[config.mk]
export PLATFORM = sky130hd
export DESIGN_NAME = csa_resolver_flat
export DESIGN_NICKNAME = d
export VERILOG_FILES = /design/src/rtl/csa_resolver_if.sv /design/src/rtl/csa_resolver.sv /design/src/flat_wrapper.sv
export SDC_FILE = /design/constraint.sdc
export NUM_CORES = 1
export LEC_CHECK = 0
export ABC_AREA = 1
export CORE_MARGIN = 2
export CORE_UTILIZATION = 46
export DETAILED_ROUTE_END_ITERATION = 8
export HOLD_SLACK_MARGIN = 0.03
export PLACE_DENSITY = 0.73
export SYNTH_ARGS = -nofsm -noshare
export SYNTH_HDL_FRONTEND = slang
export SYNTH_SLANG_ARGS = --single-unit
[constraint.sdc]
create_clock -name clk -period 2.7 [get_ports clk]
set_input_delay 0.27 -clock clk [delete_from_list [all_inputs] [get_ports clk]]
set_output_delay 0.27 -clock clk [all_outputs]
set_load 0.005 [all_outputs]
[src/rtl/csa_resolver_if.sv]
// Handshake bundle for csa_resolver: operand pair in, resolved sum out.
// The sticky signal exists only when CPA_STICKY_EN is defined.
interface csa_resolver_if #(
    parameter int unsigned WIDTH = 51
);
    logic             in_valid;
    logic             in_ready;
    logic [WIDTH-1:0] carry_in;
    logic [WIDTH-1:0] sum_in;
    logic             out_valid;
    logic             out_ready;
    logic [WIDTH-1:0] result;
    logic             cout;
`ifdef CPA_STICKY_EN
    logic             sticky;

    modport master (
        output in_valid, carry_in, sum_in, out_ready,
        input  in_ready, out_valid, result, cout, sticky
    );
    modport slave (
        input  in_valid, carry_in, sum_in, out_ready,
        output in_ready, out_valid, result, cout, sticky
    );
`else
    modport master (
        output in_valid, carry_in, sum_in, out_ready,
        input  in_ready, out_valid, result, cout
    );
    modport slave (
        input  in_valid, carry_in, sum_in, out_ready,
        output in_ready, out_valid, result, cout
    );
`endif
endinterface

[src/rtl/csa_resolver.sv]
// Multi-cycle carry-propagate adder resolving a carry-save pair CHUNK bits per clock.
// Optional feature macro CPA_STICKY_EN adds a sticky OR over the low STICKY_BITS result bits.
module csa_resolver #(
    parameter int unsigned WIDTH = 51,
    parameter int unsigned CHUNK = 17
`ifdef CPA_STICKY_EN
    ,
    parameter int unsigned STICKY_BITS = 25
`endif
) (
    input logic           clk,
    input logic           rst,
    csa_resolver_if.slave bus
);
    localparam int unsigned NCHUNK = WIDTH / CHUNK;
    localparam int unsigned IDXW   = (NCHUNK > 1) ? $clog2(NCHUNK) : 1;

    typedef enum logic [1:0] {StIdle, StAdd, StDone} state_e;

    state_e           state_q;
    logic [IDXW-1:0]  idx_q;
    logic             carry_q;
    logic             cout_q;
    logic [WIDTH-1:0] a_q;
    logic [WIDTH-1:0] b_q;
    logic [WIDTH-1:0] result_q;
    logic [CHUNK-1:0] a_chunk;
    logic [CHUNK-1:0] b_chunk;
    logic [CHUNK:0]   chunk_sum;

    // Constant-base chunk mux keeps every part-select static.
    always_comb begin
        a_chunk = '0;
        b_chunk = '0;
        for (int unsigned k = 0; k < NCHUNK; k++) begin
            if (idx_q == IDXW'(k)) begin
                a_chunk = a_q[k*CHUNK +: CHUNK];
                b_chunk = b_q[k*CHUNK +: CHUNK];
            end
        end
        chunk_sum = {1'b0, a_chunk} + {1'b0, b_chunk} + {{CHUNK{1'b0}}, carry_q};
    end

`ifdef CPA_STICKY_EN
    logic sticky_q;
    logic chunk_sticky;

    // Only the bits of this chunk that fall below STICKY_BITS contribute.
    always_comb begin
        chunk_sticky = 1'b0;
        for (int unsigned i = 0; i < CHUNK; i++) begin
            if ((32'(idx_q) * CHUNK + i) < STICKY_BITS) begin
                chunk_sticky = chunk_sticky | chunk_sum[i];
            end
        end
    end
`endif

    always_ff @(posedge clk) begin
        if (rst) begin
            state_q  <= StIdle;
            idx_q    <= '0;
            carry_q  <= 1'b0;
            cout_q   <= 1'b0;
            a_q      <= '0;
            b_q      <= '0;
            result_q <= '0;
`ifdef CPA_STICKY_EN
            sticky_q <= 1'b0;
`endif
        end else begin
            unique case (state_q)
                StIdle: begin
                    if (bus.in_valid) begin
                        a_q      <= bus.carry_in;
                        b_q      <= bus.sum_in;
                        carry_q  <= 1'b0;
                        idx_q    <= '0;
`ifdef CPA_STICKY_EN
                        sticky_q <= 1'b0;
`endif
                        state_q  <= StAdd;
                    end
                end
                StAdd: begin
                    for (int unsigned k = 0; k < NCHUNK; k++) begin
                        if (idx_q == IDXW'(k)) begin
                            result_q[k*CHUNK +: CHUNK] <= chunk_sum[CHUNK-1:0];
                        end
                    end
                    carry_q <= chunk_sum[CHUNK];
`ifdef CPA_STICKY_EN
                    sticky_q <= sticky_q | chunk_sticky;
`endif
                    if (idx_q == IDXW'(NCHUNK - 1)) begin
                        cout_q  <= chunk_sum[CHUNK];
                        state_q <= StDone;
                    end else begin
                        idx_q <= idx_q + 1'b1;
                    end
                end
                StDone: begin
                    if (bus.out_ready) begin
                        state_q <= StIdle;
                    end
                end
                default: state_q <= StIdle;
            endcase
        end
    end

    assign bus.in_ready  = (state_q == StIdle);
    assign bus.out_valid = (state_q == StDone);
    assign bus.result    = result_q;
    assign bus.cout      = cout_q;
`ifdef CPA_STICKY_EN
    assign bus.sticky    = sticky_q;
`endif
endmodule

[src/flat_wrapper.sv]
// flat-port wrapper written by rule: the top's interface ports become plain ports
module csa_resolver_flat 
#(
    parameter int unsigned WIDTH = 51,
    parameter int unsigned CHUNK = 17

)
  (clk, rst, bus_in_valid, bus_carry_in, bus_sum_in, bus_out_ready, bus_in_ready, bus_out_valid, bus_result, bus_cout);
  csa_resolver_if #(.WIDTH(WIDTH)) bus_i ();
  input logic clk;
  input logic rst;
  input wire logic [$bits(bus_i.in_valid)-1:0] bus_in_valid;
  input wire logic [$bits(bus_i.carry_in)-1:0] bus_carry_in;
  input wire logic [$bits(bus_i.sum_in)-1:0] bus_sum_in;
  input wire logic [$bits(bus_i.out_ready)-1:0] bus_out_ready;
  output wire logic [$bits(bus_i.in_ready)-1:0] bus_in_ready;
  output wire logic [$bits(bus_i.out_valid)-1:0] bus_out_valid;
  output wire logic [$bits(bus_i.result)-1:0] bus_result;
  output wire logic [$bits(bus_i.cout)-1:0] bus_cout;
  assign bus_i.in_valid = bus_in_valid;
  assign bus_i.carry_in = bus_carry_in;
  assign bus_i.sum_in = bus_sum_in;
  assign bus_i.out_ready = bus_out_ready;
  assign bus_in_ready = bus_i.in_ready;
  assign bus_out_valid = bus_i.out_valid;
  assign bus_result = bus_i.result;
  assign bus_cout = bus_i.cout;
  csa_resolver #(.WIDTH(WIDTH), .CHUNK(CHUNK)) u_core (.clk(clk), .rst(rst), .bus(bus_i));
endmodule
==> flow_summary_export.csv <==
group,metric,value,unit
finish,nFillCells,1282,
finish,layout_commonest_cell,"nor2_1",
grt,grt_usage,24.4,%
drt,wl,22600,um
timing,layout_min_cycle_time,2.69,ns
yosys,netlist_area,7520,um2
power,p_total,0.00793,W
grt,grt_pass1_wl,34300,um
timing,finalSetupViolations,0,
yosys,synth_nets,1193,
critical_path,worstSetupPathType,"reg -> reg",
critical_path,worstPathArrival,3.02,ns
drt,vias,7635,
floorplan,io_pins,160,
clock_network,clock_path_buffers,2,
clock_network,cts_buffers,17,
clock_network,clock-root-buffer,"clkbuf_16",
grt,grt_pass1_vias,7222,
timing,clock_skew,0.0104,ns
drt,drcViolationCount,0,
finish,diodes,0,
outcome,status,"completed",
timing,fmax,372,MHz
timing,maxSlewHeadroom,46.0,%
place,port_buffers,159,
clock_network,cts_tree,"yes",
critical_path,cp_max_fo,7,
critical_path,r2r_start,"u_core.idx_q[0]",
hold_path,hold_path.class,"reg -> reg",
timing,holdWs,0.456,ns
run,drv_cap,0,
finish,final_cell_mix,"nor2_1, clkdlybuf4s50_1, dfxtp_1, o21ai_0",
yosys,ys.warnings.count,0,
critical_path,crit_path_end_kind,"register",
drt,dr.pass1.iters,5,
critical_path,cp-startpoint,"u_core.idx_q[0]",
place,hpwl,15500,um
timing,rsz0062_at_grt,"true",
clock_network,clk_pin_slew,0.06,ns
drt,via_per_inst,5.18,
floorplan,die_area,17400,um2
clock_network,ctsHoldBuffers,0,
yosys,syn_area_per_cell,7.06,um2
clock_network,h-tree-depth,4,
finish,nets,1372,
drt,wl_per_cell,15.3,um
timing,hold_viol,0,
critical_path,critPathRequiredTime,3.03,ns
floorplan,die_x,132,um
finish,post-route-util,68.0,%
yosys,yosysSeqAreaShare,42.3,%
critical_path,critPathLaunchType,"register",
floorplan,std_cell_rows,46,
power,power_density,731,nW/um2
yosys,synth_seq_cells,159,
hold_path,hold_start,"u_core.a_q[44]",
place,place_ws,-0.119,ns
power,ir_drop,0.000568,V
grt,antenna_found_initial,0,
drt,antenna_left,0,
power,power.leakage,4.74,nW
clock_network,clkSinkCount,159,
yosys,ys_types,31,
place,dp.cells,1426,
yosys,synthCells,1066,
timing,fin_crit_sh,99.6,%
timing,fin_ws,0.0115,ns
grt,grt-ovfl-total,0,
grt,grt_max_degree,90,
clock_network,worstSkewPairLatency,0.43,ns
timing,finalMaxSlewViolations,0,
finish,drive_gt1_share,19.0,%
finish,fin_cells,1474,
drt,drtIter0Drc,548,
floorplan,die_y,132,um
floorplan,initial_utilization,47.2,%
floorplan,core,15900,um2
timing,worst_pin_slew,0.807,ns
finish,syn_to_final_growth,44.1,%
place,globalplace.congestion,0.897,
-- state kept, by name, indices dropped and copies added, names as in the netlist --
signal / count
u_core.a_q: 51
u_core.b_q: 51
u_core.bus.result: 51
u_core.idx_q: 2
u_core.state_q: 2
u_core.bus.cout: 1
u_core.carry_q: 1
-- metal layers --
layer	wire (um)	GRT usage [%]
met5	0	0
met4	728	10.7
met3	1140	5.19
met2	11400	43.0
met1	9360	28.4
-- path summary, 6_finish.rpt --
kind	to	slack, ns	depth (start not counted)
max	u_core.bus.result[27]	0.01	18
min	u_core.a_q[44]	0.46	2
max reg2reg	u_core.bus.result[27]	0.01	18
min reg2reg	u_core.a_q[44]	0.46	2
-- worst max-delay path, stage by stage (launching register included) --
cell and delay, ns:
dfxtp_4 0.37, inv_4 0.07, ha_4 0.12, inv_2 0.04, nor2_4 0.19, buf_6 0.18
clkbuf_16 0.16, nand2_2 0.07, a21oi_4 0.20, ha_4 0.23, or2_4 0.25, nand3b_1 0.14
nand2_2 0.10, nand2_2 0.10, nand2_2 0.06, nand2_2 0.09, nand3_1 0.08, nand2_1 0.10
inv_1 0.04
-- cell type report --
type,instances,area (um2),share of cell area (%)
multi-input cells,737,4200,38.7
flip-flops and latches,159,3190,29.4
repair buffers,222,2180,20.1
clock buffers,19,433,3.99
inverters,108,414,3.82
well taps,216,270,2.49
clock inverters,13,155,1.43
-- power by group --
part / switching, W / internal (W) / total (W)
Combinational: 0.00151 / 0.00130 / 0.00281
Clock: 0.00103 / 0.00139 / 0.00241
Sequential: 0.000146 / 0.00257 / 0.00271
-- logic make-up (layout without fill, tap and decap cells) --
group | Yosys count | count (layout) | share of synthesized area (%)
AND/OR/NAND/NOR | 463 | 463 | 24.6
AO/OA/AOI/OAI | 250 | 250 | 18.7
buffers and inverters | 170 | 362 | 10.3
flip-flops | 159 | 159 | 42.3
adder cells (fa/ha/maj) | 21 | 21 | 3.69
XOR/XNOR | 3 | 3 | 0.349
-- per-stage QoR --
step                      setup TNS, ns  area [um2]
final                                 0       10800
after CTS                      -0.00208       10100
after detailed placement          -1.81        9450
after floorplan                       0        7530
after global placement           -0.274        9450
after global routing              -1.20       10800
-- cell usage after synthesis --
library cell	count	area share (%)
a221oi_1	1	0.12
nor2_1	256	13
o21bai_1	6	0.60
clkbuf_1	21	1.0
fa_1	2	0.53
o21ai_0	111	7.4
nand2_1	140	7.0
clkbuf_2	7	0.47
ha_1	19	3.2
a211oi_1	1	0.10
o21ai_1	6	0.40
or2_1	2	0.17
nand2_2	2	0.17
o21a_1	25	2.5
inv_1	101	5.0
nor2_2	2	0.17
nand3_1	53	3.5
buf_6	12	1.8
buf_4	6	0.60
o211ai_1	12	1.2
a21oi_1	70	4.7
o31ai_1	1	0.10
nor2_4	3	0.45
nand3b_1	2	0.20
inv_2	7	0.35
buf_2	12	0.80
xnor2_1	3	0.35
dfxtp_1	159	42
nor3_1	3	0.20
buf_1	4	0.20
a22oi_1	17	1.7
-- repair_timing --
action / 4_1_cts / 5_1_grt
resized for setup: 27 / 131
cloned: 0 / 2
endpoints found under the setup margin: 33 / 41
endpoints found under the hold margin: 0 / 0
setup buffers: 0 / 14
pin swaps: 7 / 71
Note: power is estimated with default switching activity, not from simulation.
